[config.mk]
export PLATFORM = sky130hd
export DESIGN_NAME = int_sink
export DESIGN_NICKNAME = d
export VERILOG_FILES = /design/src/rtl/int_sink_pkg.sv /design/src/rtl/int_sink_fifo.sv /design/src/rtl/int_sink.sv
export SDC_FILE = /design/constraint.sdc
export NUM_CORES = 1
export LEC_CHECK = 0
export BUFFER_PORTS_ARGS = -buffer_cell sky130_fd_sc_hd__buf_2
export CAP_MARGIN = 0
export CORE_ASPECT_RATIO = 0.75
export CORE_UTILIZATION = 25
export CTS_BUF_LIST = sky130_fd_sc_hd__clkbuf_16
export CTS_CLUSTER_DIAMETER = 50
export DETAILED_ROUTE_END_ITERATION = 10
export HOLD_SLACK_MARGIN = 0.02
export MAX_ROUTING_LAYER = met4
export PLACE_DENSITY_LB_ADDON = 0.08
export SLEW_MARGIN = 10
export SYNTH_ARGS = -nofsm -noshare
export SYNTH_HDL_FRONTEND = slang
export SYNTH_HIERARCHICAL = 1
export SYNTH_SLANG_ARGS = --single-unit
[constraint.sdc]
create_clock -name clk -period 5.5 [get_ports clk]
set_input_delay 0.55 -clock clk [delete_from_list [all_inputs] [get_ports clk]]
set_output_delay 0.55 -clock clk [all_outputs]
set_load 0.005 [all_outputs]
[src/rtl/int_sink_pkg.sv]
// Shared types for the int_sink stream checker/consumer and its buffer.
package int_sink_pkg;

  typedef logic [31:0] word_t;

  typedef enum logic [1:0] {
    IDLE,
    RECV,
    DRAIN,
    HALT
  } state_e;

endpackage

[src/rtl/int_sink_fifo.sv]
// First-word fall-through buffer; the head shows the last popped word while empty.
module int_sink_fifo
  import int_sink_pkg::*;
#(
  parameter int DEPTH = 4
) (
  input  logic  clk,
  input  logic  rst_n,
  input  logic  push_i,
  input  word_t data_i,
  input  logic  pop_i,
  output logic  full_o,
  output logic  empty_o,
  output logic  lastEntry_o,
  output word_t head_o
);

  localparam int AW = $clog2(DEPTH);
  localparam logic [AW:0] FULL_CNT = DEPTH[AW:0];
  localparam logic [AW:0] ONE_CNT  = {{AW{1'b0}}, 1'b1};

  word_t         mem_q [DEPTH];
  logic [AW-1:0] wrPtr_q, rdPtr_q;
  logic [AW:0]   count_q;
  word_t         last_q;

  always_ff @(posedge clk) begin
    if (push_i) mem_q[wrPtr_q] <= data_i;
  end

  // Pointers are exactly AW bits wide, so they wrap modulo DEPTH on their own.
  always_ff @(posedge clk or negedge rst_n) begin
    if (!rst_n) begin
      wrPtr_q <= '0;
      rdPtr_q <= '0;
      count_q <= '0;
      last_q  <= '0;
    end else begin
      if (push_i) wrPtr_q <= wrPtr_q + 1'b1;
      if (pop_i) begin
        rdPtr_q <= rdPtr_q + 1'b1;
        last_q  <= mem_q[rdPtr_q];
      end
      case ({push_i, pop_i})
        2'b10:   count_q <= count_q + 1'b1;
        2'b01:   count_q <= count_q - 1'b1;
        default: count_q <= count_q;
      endcase
    end
  end

  assign empty_o     = (count_q == '0);
  assign full_o      = (count_q == FULL_CNT);
  assign lastEntry_o = (count_q == ONE_CNT);
  assign head_o      = empty_o ? last_q : mem_q[rdPtr_q];

endmodule

[src/rtl/int_sink.sv]
// Stream sink: accepts NUM_WORDS words, scores each against EXPECTED, buffers
// them for a reader, then drains and halts until reset.
module int_sink
  import int_sink_pkg::*;
#(
  parameter word_t EXPECTED  = 32'd42,
  parameter int    NUM_WORDS = 1,
  parameter int    DEPTH     = 4,
  parameter int    CNT_W     = 8
) (
  input  logic             clk,
  input  logic             rst_n,
  input  logic             in_valid,
  output logic             in_ready,
  input  word_t            in_data,
  output logic             out_valid,
  input  logic             out_ready,
  output word_t            out_data,
  output logic [CNT_W-1:0] match_cnt,
  output logic [CNT_W-1:0] mismatch_cnt,
  output logic             err,
  output logic             done
);

  localparam int WC_W = $clog2(NUM_WORDS + 1);
  localparam logic [WC_W-1:0] LAST_IDX = WC_W'(NUM_WORDS - 1);

  state_e           state_q, state_d;
  logic [WC_W-1:0]  wordCnt_q, wordCnt_d;
  logic [CNT_W-1:0] matchCnt_q, matchCnt_d;
  logic [CNT_W-1:0] mismatchCnt_q, mismatchCnt_d;
  logic             err_q, err_d;
  logic             full, empty, lastEntry, accept, pop;

  assign in_ready  = (state_q == RECV) && !full;
  assign accept    = in_valid && in_ready;
  assign out_valid = !empty;
  assign pop       = out_valid && out_ready;

  int_sink_fifo #(.DEPTH(DEPTH)) uFifo (
    .clk        (clk),
    .rst_n      (rst_n),
    .push_i     (accept),
    .data_i     (in_data),
    .pop_i      (pop),
    .full_o     (full),
    .empty_o    (empty),
    .lastEntry_o(lastEntry),
    .head_o     (out_data)
  );

  // DRAIN ends on the edge that leaves the buffer empty, including the final pop.
  always_comb begin
    state_d       = state_q;
    wordCnt_d     = wordCnt_q;
    matchCnt_d    = matchCnt_q;
    mismatchCnt_d = mismatchCnt_q;
    err_d         = err_q;
    case (state_q)
      IDLE:    state_d = RECV;
      RECV:    if (accept && (wordCnt_q == LAST_IDX)) state_d = DRAIN;
      DRAIN:   if (empty || (pop && lastEntry)) state_d = HALT;
      default: state_d = state_q;
    endcase
    if (accept) begin
      wordCnt_d = wordCnt_q + 1'b1;
      if (in_data == EXPECTED) begin
        if (!(&matchCnt_q)) matchCnt_d = matchCnt_q + 1'b1;
      end else begin
        if (!(&mismatchCnt_q)) mismatchCnt_d = mismatchCnt_q + 1'b1;
        err_d = 1'b1;
      end
    end
  end

  always_ff @(posedge clk or negedge rst_n) begin
    if (!rst_n) begin
      state_q       <= IDLE;
      wordCnt_q     <= '0;
      matchCnt_q    <= '0;
      mismatchCnt_q <= '0;
      err_q         <= 1'b0;
    end else begin
      state_q       <= state_d;
      wordCnt_q     <= wordCnt_d;
      matchCnt_q    <= matchCnt_d;
      mismatchCnt_q <= mismatchCnt_d;
      err_q         <= err_d;
    end
  end

  assign match_cnt    = matchCnt_q;
  assign mismatch_cnt = mismatchCnt_q;
  assign err          = err_q;
  assign done         = (state_q == HALT);

endmodule

Yosys cells after proc, flatten, opt, wreduce, memory -nomap -nowiden
Memories as Yosys holds them, arrays and structs flattened.
Index checks and enable logic that the tools add are counted.
Word-level totals
  register bits after elaboration: 59
  memory bits (writable): 128
  input port bits: 36
  output and inout port bits: 52
  memories: 1
Memories
  uFifo.mem_q: depth 4, bits a word 32, rd ports 1, clocked after Yosys merged registers in 0, write ports 1, RTL line int_sink_fifo.sv:22  | word_t mem_q [DEPTH];
Cells by class
  $add $sub $neg: 7
  equality and inequality tests: 10
  mux-type cells: 7
  bitwise logic cells: 4
  reduce and logical (&&, ||, !) cells: 18
Operators by type and width (count)
  == test 32 x 6 -> 1 bit, second input constant: 1
  2-to-1 mux 32 bit: 1
  adder 8 x 1 -> 8 bit, second input constant: 2
  AND reduction 8 bit: 2
  AND reduction 3 bit: 3
  == test 2 bit, second input constant: 3
  one-hot mux 2 bit (3 select lines): 1
  one-hot mux 3 bit (2 select lines): 1
  logical AND 1 bit: 5
  adder 2 x 1 -> 2 bit, second input constant: 2
  == test 2 x 1 -> 1 bit, second input constant: 2
  2-to-1 mux 2 bit: 2
  NOT 1 bit: 4
  adder 3 x 1 -> 3 bit, second input constant: 1
  == test 3 x 1 -> 1 bit, second input constant: 1
  == test 3 bit, second input constant: 1
  zero test 3 bit: 1
  nonzero test 3 bit: 1
  subtractor 3 x 1 -> 3 bit, second input constant: 1
  zero test 1 bit: 2
  zero test 2 bit: 1
  2-to-1 mux 1 bit: 2
  inequality test 2 x 1 -> 1 bit, second input constant: 1
  inequality test 2 bit, second input constant: 1
  4 further kinds: 4

Depth between registers and ports, before layout
Gate-level depths: netlist of the first run.
  depth after elaboration: 7
  gate-level depth with buffers: 11

Hierarchy
Netlist of the first run, hierarchy kept.
By module, submodules not included
  int_sink_fifo: instances 1, cells an instance 424, area each 6998.0 sq um
  int_sink: instances 1, cells an instance 97, area each 1063.5 sq um

Worst setup path before layout of the first run
OpenSTA, ideal clock, no wires.
  path type: register to register
  start point: register uFifo.count_q[0]
  end point: memory uFifo/mem_q[0][0] in the netlist's numbering, enable pin
  library setup time: 0.392 ns
  arrival: 2.130 ns
  data required time: 5.108 ns
  path slack: 2.978 ns
  cell stages (with the launch flop): 8
  buffers on the path: 1
  cell sequence: dfrtp_1 inv_1 ha_1 and2_1 nand3b_1 buf_2 inv_1 and2_1
On the way
  cells in the longest elaborated chain, start to end: 6
Ends and longest elaborated chain
  from (decl): RTL line int_sink_fifo.sv:24  | logic [AW:0] count_q;
  from (signal assigned): RTL line int_sink_fifo.sv:45  | 2'b10: count_q <= count_q + 1'b1;
  from (signal assigned): RTL line int_sink_fifo.sv:46  | 2'b01: count_q <= count_q - 1'b1;
  from (signal assigned): RTL line int_sink_fifo.sv:47  | default: count_q <= count_q;
  == test 3 bit: RTL line int_sink_fifo.sv:53  | assign full_o = (count_q == FULL_CNT);
  via full: RTL line int_sink.sv:33  | logic full, empty, lastEntry, accept, pop;
  zero test 1 bit: RTL line int_sink.sv:35  | assign in_ready = (state_q == RECV) && !full;
  logical AND 1 bit: RTL line int_sink.sv:35
  logical AND 1 bit: RTL line int_sink.sv:36  | assign accept = in_valid && in_ready;
  via accept: RTL line int_sink.sv:33
  2-to-1 mux 1 bit: RTL line int_sink_fifo.sv:28  | if (push_i) mem_q[wrPtr_q] <= data_i;
  2-to-1 mux 1 bit (not written as such): RTL line int_sink_fifo.sv:28
  to (decl): RTL line int_sink_fifo.sv:22
The timed path passes the listed nets, and every way through them passes these cells.

Worst setup path after layout of the first run
  start point: register uFifo.count_q[0]
  end point: output port out_data[31]
On the way
  cells in the longest elaborated chain, start to end: 2
Ends and longest elaborated chain
  zero test 3 bit: RTL line int_sink_fifo.sv:52  | assign empty_o = (count_q == '0);
  via empty: RTL line int_sink.sv:33
  2-to-1 mux 32 bit: RTL line int_sink_fifo.sv:55  | assign head_o = empty_o ? last_q : mem_q[rdPtr_q];
  to (decl): RTL line int_sink.sv:18  | output word_t out_data,
The timed path passes the listed nets, and every way through them passes these cells.

==> qor.csv, run 1 <==
metric,value,unit
Final Hold Viols,0,
synthesized area per cell,15.5,sq um
Synth warnings,6,
critical path type,reg -> out,
Wirelength per Cell,20.0,um
"Seq/Total Area, Yosys",66.0,%
GR Util All Layers,13.5,%
"Slew Viols, Final",0,
antenna-violating nets left,0,
RSZ-0062 raised after global routing,no,
design area,9470,sq um
"Arr. time, crit path",3120,ps
Worst Hold Class,in -> async,
H-tree depth,4,
CTS resizes,0,
Worst-path clk slew,70,ps
Initial Utilization,25.6,%
worst flop-to-flop path startpoint,uFifo/count_q[0]$_DFFE_PN0P_,
Power Total,4490,uW
vias in the first global route,5039,
Die H,158,um
CTS Sinks,187,
Worst Tran Pin Value,962,ps
first-pass GRT wire length,31500,um
clk_lat worst skew,430,ps
placed inst area,8910,sq um
Final setup viols,0,
largest net degree at the start of global routing,60,
# DRC,0,
Final min period,3670,ps
ys flop type,edfxtp_1,
filler instances,3143,
die width,209,um
crit end category,output pin,
Total Wirelength,20600,um
max_cap viols,0,
DP Wirelength,13000,um
postcts setup bufs,0,
Placer Congestion,0.713,
CP Launch Type,flip-flop,
Worst setup startpoint,uFifo/count_q[0]$_DFFE_PN0P_,
status,"complete, no violations",
CP Max Fanout,34,
Max Buffers Root-to-Sink,2,
"EDFF count, synth",128,
Final nets,659,
Core ar.,31500,sq um
Seq cells post-synth,187,
Synth Net Count,571,
DR vias,4727,
area grow syn2layout,17.4,%
initial antenna violation count,1,
total grt overflow,0,
fin crit share,66.7,%
total CTS buffers,17,
IO Count,88,
Sequential Area,5320,sq um
post-route insts no fill,1029,
setup TNS,0,ps
synth unique cells,44,
root buf cell,clkbuf_16,
worst vdd ir,0.232,mV
layout cells sized above 1,27.3,%
Leak,0.00364,uW
area of the mapped netlist,8060,sq um
DRT Pass-1 Iters,5,
pwr dens,474,nW/um^2
die area,33000,sq um
Post-synth ARST share,31.6,%
Slew HR,35.7,%
CP required,4950,ps
CTS tree,yes,
Synth area leaders,"edfxtp_1 48%, dfrtp_1 18%, mux2i_1 8.1%, a221oi_2 5.6%, o221ai_1 3.5%",
Initial DRC Count,258,
most frequent cells in the layout,"128 x edfxtp_1, 87 x buf_2, 65 x mux2i_1",
"Hold-fix buffers, CTS",0,
"most common cell after layout, fill and taps aside",edfxtp_1,
multi-input combinational cell area,2530,sq um
Clock Skews,6.89,ps
Yosys top cell area share,47.7,%
Fmax,272,MHz
Synth area leader,edfxtp_1,
cell row count,56,
PortBufs,87,
Placed Instances,996,
vias per cell,4.59,
Mapped Cells,521,
==> worst max-delay path: stages, from the launching register on <==
cell and delay, ps:
dfrtp_1 410, inv_1 80, ha_1 240, nand2b_4 380, inv_2 130, nor2_4 750, buf_4 390, a221oi_1 120
buf_2 180
==> path summary, 6_finish.rpt <==
kind                                                end  slack, ps  cells after the start
setup / recovery                           out_data[31]       1830                      8
hold / removal                 match_cnt[6]$_DFFE_PN0P_        320                      2
setup reg to reg            uFifo/last_q[3]$_DFFE_PN0P_       2120                      9
hold reg to reg                match_cnt[6]$_DFFE_PN0P_        490                      1
max in group asynchronous  uFifo/rdPtr_q[1]$_DFFE_PN0P_       4530                      2
min in group clk            uFifo/mem_q[0][9]$_DFFE_PP_        350                      1
==> power by group <==
part	internal (uW)	switching, uW	leakage (uW)	total, uW
Combinational	661	864	0.00149	1520
Sequential	1640	154	0.00189	1800
Clock	622	547	0.000257	1170
==> state kept, by name (all words and copies together), names as in the netlist <==
register / cells
uFifo/wrPtr_q: 2
match_cnt: 8
uFifo/mem_q: 128
uFifo/last_q: 32
uFifo/rdPtr_q: 2
err: 1
uFifo/count_q: 3
wordCnt_q: 1
state_q: 2
mismatch_cnt: 8
==> per-stage QoR <==
stage	hold WS, ps	setup slack [ps]	util [%]
2_1_floorplan	254	2980	-
3_3_place_gp	468	2140	28.3
3_5_place_dp	481	2020	28.3
4_1_cts	328	1740	30.1
5_1_grt	331	1620	30.1
6_report	323	1830	30.1
==> cells in the mapped netlist, drive strengths merged (2+ instances only) <==
cell    count
mux2        3
xor2        7
a221oi     32
mux2i      65
o221ai     32
inv        11
buf        19
o21ai       4
nand2b     34
and2        6
ha         14
nand3       4
nand2       7
dfrtp      59
and3        3
edfxtp    128
nand4b      2
nor2       36
nor3        6
nor4        7
nor2b       3
clkbuf      9
nand4       7
xnor2      13
==> cells by family after synthesis <==
family                     count (synthesis)  synth area share [%]
xor gates and xnor gates                  20                  2.17
muxes                                     68                  8.54
adders and majority gates                 14                  2.17
and+or+nand+nor                          119                  8.26
buffers and inverters                     39                  2.73
AOI/OAI and AO/OA                         74                  10.1
DFF                                      187                  66.0
==> layout make-up <==
type	instances	area share, %
Inverter	11	0.436
Tap cell	406	5.37
Clock buffer	17	4.49
Timing Repair Buffer	97	5.39
Antenna cell	1	0.0264
Sequential cell	187	56.2
Multi-Input combinational cell	295	26.7
Clock inverter	15	1.32
==> metal layers <==
metal	share of wire [%]	vias to the layer above	GRT usage, %
li1	-	2192	-
met1	48	2445	17.6
met2	47	81	21.1
met3	4.1	9	3.15
met4	0.82	0	3.43
met5	0	-	-
Power figures use the tool's default switching activity.
==> run 2: changes to the inputs <==
--- a/config.mk
+++ b/config.mk
@@ -5,6 +5,7 @@
 export SDC_FILE = /design/constraint.sdc
 export NUM_CORES = 1
 export LEC_CHECK = 0
+export ABC_AREA = 1
 export BUFFER_PORTS_ARGS = -buffer_cell sky130_fd_sc_hd__buf_2
 export CAP_MARGIN = 0
 export CORE_ASPECT_RATIO = 0.75
==> constraint.sdc (replaced) <==
create_clock -name clk -period 3.3 [get_ports clk]
set_input_delay 0.33 -clock clk [delete_from_list [all_inputs] [get_ports clk]]
set_output_delay 0.33 -clock clk [all_outputs]
set_load 0.005 [all_outputs]
==> qor.csv, run 2 <==
metric,value,unit
status,"complete, no violations",
die width,213,um
CP Max Fanout,64,
total grt overflow,0,
Clock Skews,31.9,ps
synth unique cells,32,
Placer Congestion,0.684,
Worst-path clk slew,70,ps
area of the mapped netlist,8370,sq um
RSZ-0062 raised after global routing,no,
total CTS buffers,17,
"EDFF count, synth",128,
CTS Sinks,187,
Wirelength per Cell,15.9,um
vias in the first global route,5678,
GR Util All Layers,14.1,%
Yosys top cell area share,45.9,%
CTS resizes,0,
crit end category,output pin,
CP peak stage delay,800,ps
worst flop-to-flop path startpoint,uFifo/count_q[0]$_DFFE_PN0P_,
worst r2r path cells,10,
largest net degree at the start of global routing,65,
Core ar.,32700,sq um
DP Wirelength,13500,um
reg2reg end,uFifo/mem_q[1][31]$_DFFE_PP_,
H-tree depth,4,
# DRC,0,
Mapped Cells,843,
Final nets,977,
Final min period,2540,ps
top flop regs,"uFifo/mem_q (128), uFifo/last_q (32)",
clk_lat worst skew,450,ps
initial antenna violation count,1,
fin crit share,77.1,%
IO Count,88,
area grow syn2layout,17.8,%
CP Launch Type,flip-flop,
Synth area leaders,"edfxtp_1 46%, dfrtp_1 18%, nand2_1 15%, nand3_1 8.1%, inv_1 2.6%",
"Seq/Total Area, Yosys",63.6,%
worst vdd ir,0.270,mV
Slew HR,39.7,%
filler instances,3488,
layout cells sized above 1,16.0,%
setup TNS,0,ps
antenna-violating nets left,0,
ys flop type,edfxtp_1,
Fmax,393,MHz
Seq cells post-synth,187,
Worst Hold Class,in -> async,
Die H,160,um
max reg flops,128,
"top cells by count, synth","342 x nand2_1, 135 x nand3_1, 128 x edfxtp_1",
Crit-path slowest cell,dfrtp_2,
root buf cell,clkbuf_16,
first-pass GRT wire length,34500,um
Initial Utilization,25.6,%
"most common cell after layout, fill and taps aside",nand2_1,
CP required,2970,ps
reg2reg setup slack,1030,ps
"Hold-fix buffers, CTS",0,
Final setup viols,0,
most frequent cells in the layout,"342 x nand2_1, 135 x nand3_1, 128 x edfxtp_1",
Final Hold Viols,0,
Synth warnings,6,
Sequential Area,5320,sq um
CTS tree,yes,
synthesized area per cell,9.93,sq um
crit-path cells,inv_2 > buf_12 > nand2_1 > nand3_1 > nand3_1 > nand2_1 > buf_2,
Post-synth ARST share,31.6,%
pwr dens,755,nW/um^2
PortBufs,87,
Synth area leader,edfxtp_1,
cell row count,57,
Initial DRC Count,237,
"Arr. time, crit path",2210,ps
DR vias,5707,
Leak,0.00443,uW
die area,34200,sq um
vias per cell,4.13,
critical path's top delay family,flip-flops,
max_cap viols,0,
DRT Pass-1 Iters,6,
critical path type,reg -> out,
postcts setup bufs,0,
Worst setup startpoint,uFifo/rdPtr_q[0]$_DFFE_PN0P_,
"Slew Viols, Final",0,
Largest Register,uFifo/mem_q,
multi-input combinational cell area,2610,sq um
Synth Net Count,893,
Buf/Inv on CP,3,
most common cell in the synthesized netlist,nand2_1,
Worst Tran Pin Value,905,ps
Final Util,30.2,%
Total Wirelength,22000,um
Max Buffers Root-to-Sink,2,
[run 2: changes by cell type in the layout (fill, tap and decap cells not counted), sizes merged, moves of 7 or more]
cell / before / now
nor4: 7 / 0
a221oi: 32 / 0
mux2i: 65 / 0
nand3: 4 / 139
nor2: 36 / 23
nand2: 7 / 346
inv: 15 / 65
nand2b: 34 / 0
o221ai: 32 / 0
xnor2: 13 / 3
[run 2: area by class of cell]
| class | instances | share of cell area (%) |
|---|---|---|
| Inverter | 62 | 2.36 |
| Timing Repair Buffer | 101 | 5.61 |
| Clock inverter | 15 | 1.60 |
| Antenna cell | 1 | 0.0254 |
| Multi-Input combinational cell | 558 | 26.5 |
| Tap cell | 442 | 5.61 |
| Sequential cell | 187 | 54.0 |
| Clock buffer | 17 | 4.31 |
[run 2: how the worst max path moves through the flow]
stage	cells after the start	endpoint	slack (ps)
floorplan	11	uFifo/mem_q[0][0]$_DFFE_PP_	750
global placement	10	uFifo/mem_q[1][8]$_DFFE_PP_	1030
detailed placement	10	uFifo/mem_q[1][4]$_DFFE_PP_	980
CTS	6	out_data[7]	720
global route	6	out_data[7]	600
finish	7	out_data[0]	760
[run 2: worst register-to-register path, delay by kind of cell, from the launching register on]
family | cells | cell delay (ps)
AND/OR/NAND/NOR | 4 | 340
adder cells (fa/ha/maj) | 1 | 220
buffers and inverters | 5 | 910
flip-flops | 1 | 410
[run 2: per-stage QoR]
stage / cell area [sq um] / cells / worst slack, ps / hold WS, ps / total power (uW)
after detailed placement: 9270 / 1350 / 979 / 458 / 5500
after global routing: 9860 / 1383 / 600 / 106 / 8040
after global placement: 9270 / 1350 / 1030 / 462 / 5500
final: 9860 / 1383 / 757 / 79.8 / 7450
after CTS: 9860 / 1382 / 717 / 98.4 / 7630
after floorplan: 8370 / 843 / 748 / 34.4 / 4520
[run 2: cells by family (layout without fill, tap and decap cells)]
| group | after synthesis | in the layout | share of synthesized area [%] |
|---|---|---|---|
| fa+ha+maj | 14 | 14 | 2.09 |
| simple gates | 521 | 521 | 27.0 |
| compound gates | 9 | 9 | 0.598 |
| flops | 187 | 187 | 63.6 |
| buf+inv | 98 | 195 | 5.31 |
| other cells | 0 | 1 | 0 |
| xor+xnor | 14 | 14 | 1.46 |
[run 2: layer usage]
layer	vias up	routed length, um	global-route usage, %
met2	79	9670	19.9
met4	0	97	3.73
li1	2932	-	-
met5	-	0	-
met1	2690	11400	19.9
met3	6	776	3.34
[run 2: report_power, final]
part / internal [uW] / switching (uW)
registers: 2740 / 186
clock network: 1180 / 902
logic: 850 / 1590
